<file path="config.mk">
export PLATFORM = sky130hd
export DESIGN_NAME = dmem_boot_loader_flat
export DESIGN_NICKNAME = d
export VERILOG_FILES = /design/src/rtl/dmem_boot_loader_pkg.sv /design/src/rtl/dmem_boot_loader_if.sv /design/src/rtl/dmem_boot_loader.sv /design/src/flat_wrapper.sv
export SDC_FILE = /design/constraint.sdc
export NUM_CORES = 1
export LEC_CHECK = 0
export ABC_AREA = 1
export CORE_UTILIZATION = 35
export CTS_CLUSTER_DIAMETER = 60
export CTS_CLUSTER_SIZE = 14
export DETAILED_ROUTE_END_ITERATION = 6
export PLACE_DENSITY = 0.76
export SLEW_MARGIN = 20
export SYNTH_ARGS = -nofsm -noshare
export SYNTH_HDL_FRONTEND = slang
export SYNTH_SLANG_ARGS = --single-unit
</file>
<file path="constraint.sdc">
create_clock -name clk -period 3.49 [get_ports clk]
set_input_delay 0.349 -clock clk [delete_from_list [all_inputs] [get_ports clk]]
set_output_delay 0.349 -clock clk [all_outputs]
set_load 0.02 [all_outputs]
</file>
<file path="src/rtl/dmem_boot_loader_pkg.sv">
// Shared definitions for the data-memory boot loader: store size code,
// loader state encoding and the load-address helper.
package dmem_boot_loader_pkg;

    // funct3 code of a 32-bit store (SW)
    localparam logic [2:0] FUNCT3_SW = 3'b010;

    // Loader sequencing states; RUN is terminal until reset
    typedef enum logic [1:0] {
        ST_IDLE  = 2'd0,
        ST_LOAD  = 2'd1,
        ST_DRAIN = 2'd2,
        ST_RUN   = 2'd3
    } loader_state_e;

    // Byte address of word number idx counted from base (wraps mod 2^32)
    function automatic logic [31:0] word_addr(input logic [31:0] base,
                                              input logic [15:0] idx);
        return base + {14'd0, idx, 2'b00};
    endfunction

endpackage

</file>
<file path="src/rtl/dmem_boot_loader_if.sv">
// Bus bundle around the boot loader: load stream source, CPU data port
// and the muxed data-memory write port.
interface dmem_boot_loader_if;

    // load stream (valid/ready)
    logic        ld_valid;
    logic [31:0] ld_data;
    logic        ld_ready;

    // CPU data-memory request
    logic        cpu_memwrite;
    logic [31:0] cpu_addr;
    logic [31:0] cpu_wdata;
    logic [2:0]  cpu_funct3;

    // data-memory port
    logic        mem_we;
    logic [31:0] mem_addr;
    logic [31:0] mem_wdata;
    logic [2:0]  mem_funct3;

    // side that supplies the stream and CPU requests and watches the memory port
    modport master (
        output ld_valid, ld_data, cpu_memwrite, cpu_addr, cpu_wdata, cpu_funct3,
        input  ld_ready, mem_we, mem_addr, mem_wdata, mem_funct3
    );

    // the loader itself
    modport slave (
        input  ld_valid, ld_data, cpu_memwrite, cpu_addr, cpu_wdata, cpu_funct3,
        output ld_ready, mem_we, mem_addr, mem_wdata, mem_funct3
    );

endinterface

</file>
<file path="src/rtl/dmem_boot_loader.sv">
// Boot sequencer: keeps the CPU in reset, streams NUM_WORDS words into data
// memory at consecutive word addresses, idles RELEASE_DELAY cycles, then
// releases the CPU and hands it the data-memory write port.
module dmem_boot_loader
    import dmem_boot_loader_pkg::*;
#(
    parameter logic [31:0] BASE_ADDR     = 32'h0000_0000,
    parameter int          NUM_WORDS     = 64,
    parameter int          RELEASE_DELAY = 4
) (
    input  logic                     clk,
    input  logic                     reset,
    input  logic                     start,
    input  logic                     abort,
    dmem_boot_loader_if.slave        bus,
    output logic                     cpu_reset,
    output logic                     busy,
    output logic                     done,
    output logic [15:0]              word_count
);

    localparam logic [15:0] LAST_IDX   = 16'(NUM_WORDS - 1);
    localparam logic [31:0] DELAY_LOAD = 32'(RELEASE_DELAY - 1);

    loader_state_e state_r;
    logic          cpu_reset_r;
    logic          done_r;
    logic [15:0]   word_count_r;
    logic [31:0]   delay_r;

    logic          hs_s;
    logic          enter_drain_s;
    logic          delay_zero_s;
    logic          ld_ready_s;
    logic          mem_we_s;
    logic [31:0]   mem_addr_s;
    logic [31:0]   mem_wdata_s;
    logic [2:0]    mem_funct3_s;

    // State sequencing plus the registered CPU reset and done flags
    always_ff @(posedge clk or posedge reset) begin
        if (reset) begin
            state_r     <= ST_IDLE;
            cpu_reset_r <= 1'b1;
            done_r      <= 1'b0;
        end else begin
            case (state_r)
                ST_IDLE: begin
                    cpu_reset_r <= 1'b1;
                    done_r      <= 1'b0;
                    if (start) begin
                        state_r <= ST_LOAD;
                    end
                end
                ST_LOAD: begin
                    cpu_reset_r <= 1'b1;
                    done_r      <= 1'b0;
                    if (enter_drain_s) begin
                        state_r <= ST_DRAIN;
                    end
                end
                ST_DRAIN: begin
                    if (delay_zero_s) begin
                        state_r     <= ST_RUN;
                        cpu_reset_r <= 1'b0;
                        done_r      <= 1'b1;
                    end else begin
                        cpu_reset_r <= 1'b1;
                        done_r      <= 1'b0;
                    end
                end
                ST_RUN: begin
                    cpu_reset_r <= 1'b0;
                    done_r      <= 1'b1;
                end
                default: begin
                    state_r     <= ST_IDLE;
                    cpu_reset_r <= 1'b1;
                    done_r      <= 1'b0;
                end
            endcase
        end
    end

    // Words-written counter and the release delay countdown
    always_ff @(posedge clk or posedge reset) begin
        if (reset) begin
            word_count_r <= 16'd0;
            delay_r      <= 32'd0;
        end else begin
            if (hs_s) begin
                word_count_r <= word_count_r + 16'd1;
            end
            if (enter_drain_s) begin
                delay_r <= DELAY_LOAD;
            end else if ((state_r == ST_DRAIN) && !delay_zero_s) begin
                delay_r <= delay_r - 32'd1;
            end
        end
    end

    // Handshake decode and data-memory port mux (loader in LOAD, CPU in RUN)
    always_comb begin
        ld_ready_s   = 1'b0;
        hs_s         = 1'b0;
        mem_we_s     = 1'b0;
        mem_addr_s   = bus.cpu_addr;
        mem_wdata_s  = bus.cpu_wdata;
        mem_funct3_s = bus.cpu_funct3;
        case (state_r)
            ST_LOAD: begin
                ld_ready_s   = 1'b1;
                hs_s         = bus.ld_valid;
                mem_we_s     = bus.ld_valid;
                mem_addr_s   = word_addr(BASE_ADDR, word_count_r);
                mem_wdata_s  = bus.ld_data;
                mem_funct3_s = FUNCT3_SW;
            end
            ST_RUN: begin
                mem_we_s = bus.cpu_memwrite;
            end
            ST_IDLE, ST_DRAIN: begin
                mem_we_s = 1'b0;
            end
            default: begin
                mem_we_s = 1'b0;
            end
        endcase
        // abort and the final handshake both end the load; the word still lands
        if (state_r == ST_LOAD) begin
            enter_drain_s = abort || (hs_s && (word_count_r == LAST_IDX));
        end else begin
            enter_drain_s = 1'b0;
        end
        delay_zero_s = (delay_r == 32'd0);
    end

    assign bus.ld_ready   = ld_ready_s;
    assign bus.mem_we     = mem_we_s;
    assign bus.mem_addr   = mem_addr_s;
    assign bus.mem_wdata  = mem_wdata_s;
    assign bus.mem_funct3 = mem_funct3_s;

    assign cpu_reset  = cpu_reset_r;
    assign done       = done_r;
    assign busy       = (state_r == ST_LOAD) || (state_r == ST_DRAIN);
    assign word_count = word_count_r;

endmodule
</file>
<file path="src/flat_wrapper.sv">
// flat-port wrapper written by rule: the top's interface ports become plain ports
module dmem_boot_loader_flat import dmem_boot_loader_pkg::*;
#(
    parameter logic [31:0] BASE_ADDR     = 32'h0000_0000,
    parameter int          NUM_WORDS     = 64,
    parameter int          RELEASE_DELAY = 4
)
  (clk, reset, start, abort, cpu_reset, busy, done, word_count, bus_ld_valid, bus_ld_data, bus_cpu_memwrite, bus_cpu_addr, bus_cpu_wdata, bus_cpu_funct3, bus_ld_ready, bus_mem_we, bus_mem_addr, bus_mem_wdata, bus_mem_funct3);
  dmem_boot_loader_if bus_i ();
  input  logic clk;
  input  logic reset;
  input  logic start;
  input  logic abort;
  output logic cpu_reset;
  output logic busy;
  output logic done;
  output logic [15:0] word_count;
  input wire logic [$bits(bus_i.ld_valid)-1:0] bus_ld_valid;
  input wire logic [$bits(bus_i.ld_data)-1:0] bus_ld_data;
  input wire logic [$bits(bus_i.cpu_memwrite)-1:0] bus_cpu_memwrite;
  input wire logic [$bits(bus_i.cpu_addr)-1:0] bus_cpu_addr;
  input wire logic [$bits(bus_i.cpu_wdata)-1:0] bus_cpu_wdata;
  input wire logic [$bits(bus_i.cpu_funct3)-1:0] bus_cpu_funct3;
  output wire logic [$bits(bus_i.ld_ready)-1:0] bus_ld_ready;
  output wire logic [$bits(bus_i.mem_we)-1:0] bus_mem_we;
  output wire logic [$bits(bus_i.mem_addr)-1:0] bus_mem_addr;
  output wire logic [$bits(bus_i.mem_wdata)-1:0] bus_mem_wdata;
  output wire logic [$bits(bus_i.mem_funct3)-1:0] bus_mem_funct3;
  assign bus_i.ld_valid = bus_ld_valid;
  assign bus_i.ld_data = bus_ld_data;
  assign bus_i.cpu_memwrite = bus_cpu_memwrite;
  assign bus_i.cpu_addr = bus_cpu_addr;
  assign bus_i.cpu_wdata = bus_cpu_wdata;
  assign bus_i.cpu_funct3 = bus_cpu_funct3;
  assign bus_ld_ready = bus_i.ld_ready;
  assign bus_mem_we = bus_i.mem_we;
  assign bus_mem_addr = bus_i.mem_addr;
  assign bus_mem_wdata = bus_i.mem_wdata;
  assign bus_mem_funct3 = bus_i.mem_funct3;
  dmem_boot_loader #(.BASE_ADDR(BASE_ADDR), .NUM_WORDS(NUM_WORDS), .RELEASE_DELAY(RELEASE_DELAY)) u_core (.clk(clk), .reset(reset), .start(start), .abort(abort), .bus(bus_i), .cpu_reset(cpu_reset), .busy(busy), .done(done), .word_count(word_count));
endmodule
</file>
==> summary.md, run 1 <==
| Metric | Value |
|---|---|
| Switching Fraction | 52.7% |
| Net Switching | 0.00282 W |
| Vias per std cell | 4.66 |
| # hold bufs at CTS | 0 |
| Clock Latency Late Sink | 0.29 ns |
| Startpoint Class | register |
| Largest net degree at the start of global routing | 64 |
| CTS Buffer Depth | 2 |
| Comb pwr share | 71.9% |
| Overall power | 0.00536 W |
| # rows | 38 |
| Detail Route Antenna Nets | 0 |
| CTS tree | done |
| Final RePlAce weighted congestion | 0.847 |
| Synthesized area | 4010 um^2 |
| Grt total ovfl | 0 |
| Slew @ Worst Pin | 1.02 ns |
| Detailed Routing Iterations Pass 1 | 4 |
| Reg2Reg Depth | 14 |
| Ports | 193 |
| Endpoint class of the critical path | output pin |
| First-pass GRT wire length | 21.1 mm |
| Clk network pwr share | 9.2% |
| Synthesis Warnings | 0 |
| Overall routing resource usage | 22.8% |
| Final Cycle Share | 88.8% |
| CTS Sinks | 52 |
| Core Region | 11000 um^2 |
| Status | finished clean |
| R2R Path End | u_core.delay_r[13] |
| Worst IR Drop VDD | 0.000513 V |
| Critical path origin | u_core.state_r[1] |
| CTS resizes | 0 |
| Slew headroom | 32.1% |
| Root Buffer Master | clkbuf_16 |
| RSZ-0062 raised after global routing | false |
| Drt drc | 0 |
| Via Count | 4560 |
| DPL Wire Length | 10.7 mm |
| Drt wl/cell | 13.7 um |
| CP required | 3.14 ns |
| Syn Area/Cell | 6.12 um^2 |
| Pint | 0.00254 W |
| Hold path depth | 2 |
| Peak Freq | 0.323 GHz |
| Flop pwr share | 18.8% |
| Lkg Pwr | 3.26 nW |
| Post-Syn Nets | 768 |
| Reg2Reg Setup Slack | 0.71 ns |
| Initial antenna violation count | 0 |
| CP Capture Point | bus_mem_wdata[17] |
| Pwr dens | 867 nW/um^2 |
| Die Y | 109 um |
| Hold Slack | 0.480 ns |
| Synthesized flop and latch total | 52 |
| Vias in the first global route | 4286 |
| H-tree levels | 2 |
| WS Path Type | reg -> out |
| Clock skew | 0.0101 ns |
| Fin nets | 950 |
| Seq/Total Area, Yosys | 32.5% |
| Finished Layout Cells | 979 |
| Port Buffer Count | 192 |
| Initial Util | 36.5% |
| # placed instances | 971 |
| DRT Wirelength | 13.4 mm |
| Total of max-cap violations | 0 |
| Final setup fails | 0 |
| Die width | 109 um |
| Fin. Hold Viols | 0 |
| Setup Fix Bufs, Post-CTS | 0 |
| Post-route minimum period | 3.10 ns |
| Commonest non-fill, non-tap cell in the layout | nand2_1 |
| HP Class | reg -> reg |
| Fin. max-slew vios | 0 |
| Die ar. | 11900 um^2 |
| Setup TNS | 0 ns |
| Syn Inst Count | 656 |
| Yosys cell types | 28 |
| Worst reg2reg startpoint | u_core.state_r[1] |
| Number of CTS-inserted buffers | 5 |
| Clock-pin slew on the worst setup and hold paths | 0.07 ns |
| Crit path DAT | 2.75 ns |
| DR iter-0 viols | 312 |
| Util after Layout | 56.2% |
| Most frequent cells in the layout | nand2_1, clkdlybuf4s50_1, nor2_1 |
| Crit-path max FO | 37 |
| Diodes inserted | 0 |
| Share of layout cells above drive strength 1 | 4.05% |
| Syn-to-layout area delta | 53.9% |
[registers in the layout, summed over array words and instances (netlist names)]
name / cells
u_core.state_r: 2
u_core.word_count: 16
u_core.delay_r: 32
u_core.done: 1
u_core.cpu_reset: 1
[cells in the mapped netlist, drive strengths merged]
cell type / count / area (um^2)
o21bai: 1 / 7.51
a21oi: 2 / 10.0
ha: 7 / 87.6
nand2: 289 / 1120
dfrtp: 51 / 1280
o21ai: 17 / 85.1
or2: 4 / 25.0
dfstp: 1 / 26.3
inv: 72 / 273
buf: 8 / 61.3
and2: 1 / 6.26
nand3: 33 / 165
xor2: 18 / 158
clkinv: 1 / 5.00
nor3: 2 / 10.0
a21o: 1 / 7.51
xnor2: 3 / 26.3
clkbuf: 12 / 45.0
nand4: 37 / 231
nor2: 96 / 388
[cells by family after synthesis]
group,Yosys count,synth area share (%)
XOR/XNOR,21,4.58
AND/OR/NAND/NOR,462,48.5
adder cells (fa/ha/maj),7,2.18
AO/OA/AOI/OAI,21,2.74
buffers and inverters,93,9.57
flip-flops,52,32.5
[how the worst min path moves through the flow]
stage                      start                 to
5_1_grt        u_core.delay_r[0]  u_core.delay_r[0]
3_3_place_gp   u_core.delay_r[0]  u_core.delay_r[0]
6_report       u_core.delay_r[0]  u_core.delay_r[0]
4_1_cts        u_core.delay_r[0]  u_core.delay_r[0]
2_1_floorplan  u_core.delay_r[0]  u_core.delay_r[0]
3_5_place_dp   u_core.delay_r[0]  u_core.delay_r[0]
[final cells by class]
type                            count  area (um^2)
Multi-Input combinational cell    511         2330
Clock buffer                        6          129
Tap cell                          140          175
Clock inverter                      2         16.3
Inverter                           73          279
Timing Repair Buffer              195         1940
Fill cell                        1067         4810
Sequential cell                    52         1300
[metrics by stage]
step	instance area, um^2	worst slack [ns]
CTS	6170	0.368
global placement	6030	0.718
finish	6180	0.390
global route	6180	0.147
floorplan	4010	1.41
detailed placement	6030	0.691
[worst max-delay path, stage by stage, from the launching register on]
cell and delay (ns):
dfrtp_1 0.39, inv_1 0.09, ha_2 0.18, inv_1 0.70, buf_4 0.34, nand2_1 0.07, nand2_1 0.06, clkdlybuf4s50_1 0.61
[routing by layer]
| metal | part of all wire [%] | track usage, % | wire [um] |
|---|---|---|---|
| met1 | 41 | 27.7 | 5540 |
| met2 | 50 | 40.6 | 6760 |
| met3 | 6.5 | 5.14 | 876 |
| met4 | 1.8 | 5.50 | 245 |
| met5 | 0 | 0 | 0 |
[power groups by stage]
stage / Sequential [W] / Combinational (W) / Clock, W
after floorplan: 0.00101 / 0.00247 / 0
after global placement: 0.00101 / 0.00382 / 0
after detailed placement: 0.00101 / 0.00386 / 0
after CTS: 0.00100 / 0.00388 / 0.000499
after global routing: 0.00104 / 0.00426 / 0.000529
final: 0.00101 / 0.00385 / 0.000495
(Power assumes the default switching activity.)
==> run 2: changes to the inputs <==
--- a/config.mk
+++ b/config.mk
@@ -10,6 +10,7 @@
 export CTS_CLUSTER_DIAMETER = 60
 export CTS_CLUSTER_SIZE = 14
 export DETAILED_ROUTE_END_ITERATION = 6
+export GPL_TIMING_DRIVEN = 0
 export PLACE_DENSITY = 0.76
 export SLEW_MARGIN = 20
 export SYNTH_ARGS = -nofsm -noshare
==> run 2 against run 1 <==
Sequential power about the same; sequential cell count unchanged; clock skew down 0.0030 ns; combinational power up 3%; sequential share of layout area down 0.29 points; worst hold slack about the same; wire length up 5.4%; utilization up 0.77 points; via count up 2.8%; clock power up 2%; power up 2.6%; worst setup slack worse by 0.029 ns.
==> summary.md, run 2 (synthesis gave the netlist of run 1 again) <==
| Metric | Value |
|---|---|
| Drt wl/cell | 14.2 um |
| Total of max-cap violations | 0 |
| Reg with most FFs | u_core.delay_r |
| Largest stage delay on the critical path | 0.65 ns |
| Pwr dens | 878 nW/um^2 |
| Detailed Routing Iterations Pass 1 | 5 |
| Worst-path cell chain | inv_1, ha_1, buf_4, inv_1, clkbuf_1, nand2_1, nand2_1, clkdlybuf4s50_1 |
| Initial Util | 36.5% |
| First-pass GRT wire length | 22.0 mm |
| Peak Freq | 0.320 GHz |
| RSZ-0062 raised after global routing | false |
| Worst IR Drop VDD | 0.000563 V |
| H-tree levels | 2 |
| Largest net degree at the start of global routing | 53 |
| Multi-input logic area | 2330 um^2 |
| Hold path depth | 2 |
| Overall routing resource usage | 24.0% |
| CP required | 3.14 ns |
| Fin nets | 966 |
| Status | finished clean |
| CTS Buffer Depth | 2 |
| Most frequent cells in the layout | nand2_1, clkdlybuf4s50_1, nor2_1 |
| Clock skew | 0.00711 ns |
| Post-route minimum period | 3.13 ns |
| FF+latch area | 1300 um^2 |
| Initial antenna violation count | 1 |
| HP Class | reg -> reg |
| Via Count | 4689 |
| CTS Sinks | 52 |
| Final setup fails | 0 |
| Reg2Reg Setup Slack | 1.23 ns |
| Die Y | 109 um |
| Stages on worst setup path | 8 |
| DPL Wire Length | 11.5 mm |
| Drt drc | 0 |
| Port Buffer Count | 192 |
| Endpoint class of the critical path | output pin |
| DR iter-0 viols | 280 |
| Vias in the first global route | 4440 |
| Clock-pin slew on the worst setup and hold paths | 0.08 ns |
| Root Buffer Master | clkbuf_16 |
| CP delay by family, top | buffers and inverters |
| # fillers | 1066 |
| CTS tree | done |
| Overall power | 0.00550 W |
| # rows | 38 |
| Detail Route Antenna Nets | 0 |
| Die width | 109 um |
| Share of layout cells above drive strength 1 | 4.68% |
| Vias per std cell | 4.71 |
| Worst path slowest cell | clkdlybuf4s50_1 |
| # hold bufs at CTS | 0 |
| DRT Wirelength | 14.1 mm |
| WS Path Type | reg -> out |
| Core Region | 11000 um^2 |
| Slew @ Worst Pin | 0.649 ns |
| Fin. Hold Viols | 0 |
| Commonest non-fill, non-tap cell in the layout | nand2_1 |
| Die ar. | 11900 um^2 |
| Crit-path max FO | 12 |
| Buffers & Inverters on Critical Path | 5 |
| Grt total ovfl | 0 |
| Final Cycle Share | 89.7% |
| Slew headroom | 56.7% |
| Ports | 193 |
| Clock Latency Late Sink | 0.29 ns |
| Number of CTS-inserted buffers | 5 |
| Fin. max-slew vios | 0 |
| Startpoint Class | register |
| Largest register FFs | 32 |
| Lkg Pwr | 3.31 nW |
| Syn-to-layout area delta | 56.0% |
| Reg2Reg Depth | 15 |
| Crit path DAT | 2.78 ns |
| Final RePlAce weighted congestion | 0.910 |
| Setup TNS | 0 ns |
-- run 2: tightest hold or removal path, delay by kind of cell (launching register included) --
| family | cells | cell delay (ns) |
|---|---|---|
| simple gates | 2 | 0.10 |
| flops | 1 | 0.35 |
-- run 2: routing by layer --
| metal | up-vias | share of wire, % | global-route usage [%] |
|---|---|---|---|
| met5 | - | 0 | 0 |
| met4 | 0 | 2.0 | 6.47 |
| met3 | 21 | 6.8 | 6.87 |
| met2 | 132 | 53 | 44.5 |
| met1 | 2113 | 38 | 26.3 |
| li1 | 2423 | - | - |
-- run 2: area by class of cell --
cell class / count / area share (%)
sequential: 52 / 20.8
inverter: 73 / 4.48
multi-input combinational: 511 / 37.2
antenna: 1 / 0.0400
tap: 140 / 2.80
timing repair buffer: 192 / 30.7
buffer: 19 / 1.66
clock buffer: 5 / 2.00
clock inverter: 3 / 0.360
-- run 2: per-stage QoR --
step | util, % | instance area [um^2] | hold slack, ns | setup slack (ns) | instances
2_1_floorplan | - | 4010 | 0.442 | 1.41 | 656
3_3_place_gp | 55.6 | 6110 | 0.456 | 0.486 | 988
3_5_place_dp | 55.7 | 6110 | 0.465 | 0.447 | 988
4_1_cts | 57.0 | 6260 | 0.482 | 0.126 | 996
5_1_grt | 57.0 | 6260 | 0.492 | 0.125 | 996
6_report | 57.0 | 6260 | 0.480 | 0.361 | 996
-- run 2: worst paths after layout --
check / startpoint / to
min in group asynchronous: reset / u_core.word_count[0]
worst max-delay path: u_core.state_r[1] / bus_mem_wdata[0]
worst min register to register: u_core.delay_r[0] / u_core.delay_r[0]
worst max register to register: u_core.state_r[1] / u_core.delay_r[3]
worst min-delay path: u_core.delay_r[0] / u_core.delay_r[0]
max in group asynchronous: reset / u_core.delay_r[18]
-- run 2: what timing repair did --
action	4_1_cts	5_1_grt
setup endpoints to repair	0	5
setup buffers	0	0
gates resized for setup	0	3
-- run 2: report_power, final --
part | total, W | internal, W | switching (W)
Combinational | 0.00398 | 0.00154 | 0.00244
Clock | 0.000506 | 0.000269 | 0.000237
Sequential | 0.00101 | 0.000788 | 0.000220
==> RTL edit: new RTL, settings of run 1 <==
Compare `word_count_r` against `LAST_IDX` with >= in place of ==.
--- a/src/rtl/dmem_boot_loader.sv
+++ b/src/rtl/dmem_boot_loader.sv
@@ -129,5 +129,5 @@
         // abort and the final handshake both end the load; the word still lands
         if (state_r == ST_LOAD) begin
-            enter_drain_s = abort || (hs_s && (word_count_r == LAST_IDX));
+            enter_drain_s = abort || (hs_s && (word_count_r >= LAST_IDX));
         end else begin
             enter_drain_s = 1'b0;
Function: no difference found for any inputs over 10 cycles, from zero or initial values and one cycle with reset high; that may be too few to reach the edited logic, so the function may still have changed.
==> RTL edit against run 1 <==
- area after synthesis rose by 1.5%
- routed wire length rose by 1.0%
- sequential cell count did not move
- die area rose by 1.5%
- combinational power rose by 4%
- synthesized cell count rose by 3.7%
- worst hold slack improved by 0.017 ns
- power rose by 3.0%
- worst setup slack improved by 0.26 ns
- cell count rose by 2.8%
- cell area rose by 1.3%
- critical endpoint is now bus_mem_we
==> RTL edit: results <==
[run_status]
status = "finished, final reports clean"

[power_and_ir_drop]
p_leak_nw = 3.29
ir_drop_mv = 0.443
p_switching_w = 0.00296

[worst_setup_path]
r2r_start = "u_core.state_r[1]"
arrival_ns = 2.49
path_max_fanout = 66
reg2reg_to = "u_core.delay_r[31]"

[cells_and_area]
nNetsFinal = 975
nFillCells = 1115
largest_register = "u_core.delay_r"
n_antenna_cell = 0
largest_reg_flops = 32
final_layout_size_suffix_gt1_frac = 0.0359

[place]
place.gp.congestion = 0.894
dpl_cell_area_um2 = 6110
dpl.hpwl_um = 10400

[clocking]
cts_max_path_buffers = 2
cts-root-buf = "clkbuf_16"
postCtsSetupRepairBufs = 0
htree_levels = 2
cts_buffers = 5
cts_resized = 0
clk_pin_slew_ns = 0.07

[logic_synthesis]
synth_commonest_cells = "nand2_1 (298), nor2_1 (101), inv_1 (74)"
synthTopCellsByArea = "dfrtp_1 (31%), nand2_1 (27%), nor2_1 (9.3%)"
ys_seq_area_frac = 0.320
async_reset_ff_frac = 1.00
syn_nets = 793
synth_cell_types = 30
yosysWarnings = 0

[drt]
vias = 4716
dr.pass1.iters = 5
finalWirelength_um = 13600
drt_iter0_drc = 301

[min_path]
hold_class = "input port to async pin"

[global_route]
grt_pass1_vias = 4223
grt_start_max_net_pins = 67
grt_first_pass_wirelength_um = 20800
grt_usage = 0.221

[sta]
worst_pin_slew_ns = 0.848
fin_skew_ns = 0.00887
[RTL edit: changes by cell type in the layout (fill, tap and decap cells not counted), moves of 3 or more]
| cell | before | now |
|---|---|---|
| nand3_1 | 33 | 29 |
| o21ai_1 | 0 | 5 |
| nand2_2 | 5 | 2 |
| nand2_1 | 281 | 298 |
| inv_1 | 68 | 73 |
| o21ai_0 | 17 | 12 |
| nor2_1 | 91 | 101 |
| xor2_1 | 18 | 14 |
[RTL edit: cells by family after synthesis]
family / count (synthesis) / synth area share
compound gates: 21 / 0.0276
buf+inv: 99 / 0.0964
simple gates: 481 / 0.491
xor+xnor: 19 / 0.0408
fa+ha+maj: 8 / 0.0246
flops: 52 / 0.320
[RTL edit: metrics by stage]
stage	hold slack (ns)	util	instances	setup slack (ns)
after detailed placement	0.527	0.537	998	0.723
after floorplan	0.491	-	680	1.15
after CTS	0.541	0.550	1006	0.642
after global placement	0.512	0.537	998	0.800
final	0.497	0.550	1006	0.651
after global routing	0.576	0.550	1006	0.405
[RTL edit: routing by layer]
metal / routed length, um / share of wire / vias up / GRT usage
met1: 6120 / 0.45 / 2101 / 0.302
li1: - / - / 2457 / -
met2: 6570 / 0.48 / 146 / 0.365
met3: 749 / 0.055 / 12 / 0.0391
met5: 0 / 0 / - / 0
met4: 116 / 0.0086 / 0 / 0.0429
[RTL edit: how the worst max path moves through the flow]
| stage | end | slack [ns] | from | depth (start not counted) |
|---|---|---|---|---|
| final | bus_mem_we | 0.65 | u_core.state_r[1] | 6 |
| after global routing | u_core.delay_r[17] | 0.41 | u_core.state_r[1] | 14 |
| after CTS | bus_mem_we | 0.64 | u_core.state_r[1] | 6 |
| after detailed placement | u_core.delay_r[15] | 0.72 | u_core.state_r[1] | 14 |
| after global placement | u_core.delay_r[15] | 0.80 | u_core.state_r[1] | 14 |
| after floorplan | bus_mem_addr[2] | 1.15 | u_core.state_r[1] | 6 |
[RTL edit: final cells by class]
| type | instances | area share |
|---|---|---|
| inverters | 79 | 0.0478 |
| multi-input cells | 529 | 0.381 |
| well taps | 143 | 0.0286 |
| repair buffers | 195 | 0.311 |
| clock buffers | 5 | 0.0200 |
| clock inverters | 3 | 0.00340 |
| flip-flops and latches | 52 | 0.208 |
[RTL edit: worst max-delay path: stages (launching register included)]
cell and delay, ns:
dfrtp_1 0.41, inv_1 0.11, ha_2 0.19, buf_4 0.53, nand2_4 0.18, nand2_1 0.11, clkdlybuf4s50_1 0.62
[RTL edit: power by group through the flow]
stage | clock, W | sequential (W) | combinational (W)
5_1_grt | 0.000528 | 0.00106 | 0.00445
6_report | 0.000502 | 0.00103 | 0.00399
3_5_place_dp | 0 | 0.00103 | 0.00396
3_3_place_gp | 0 | 0.00103 | 0.00394
2_1_floorplan | 0 | 0.00102 | 0.00255
4_1_cts | 0.000512 | 0.00102 | 0.00399
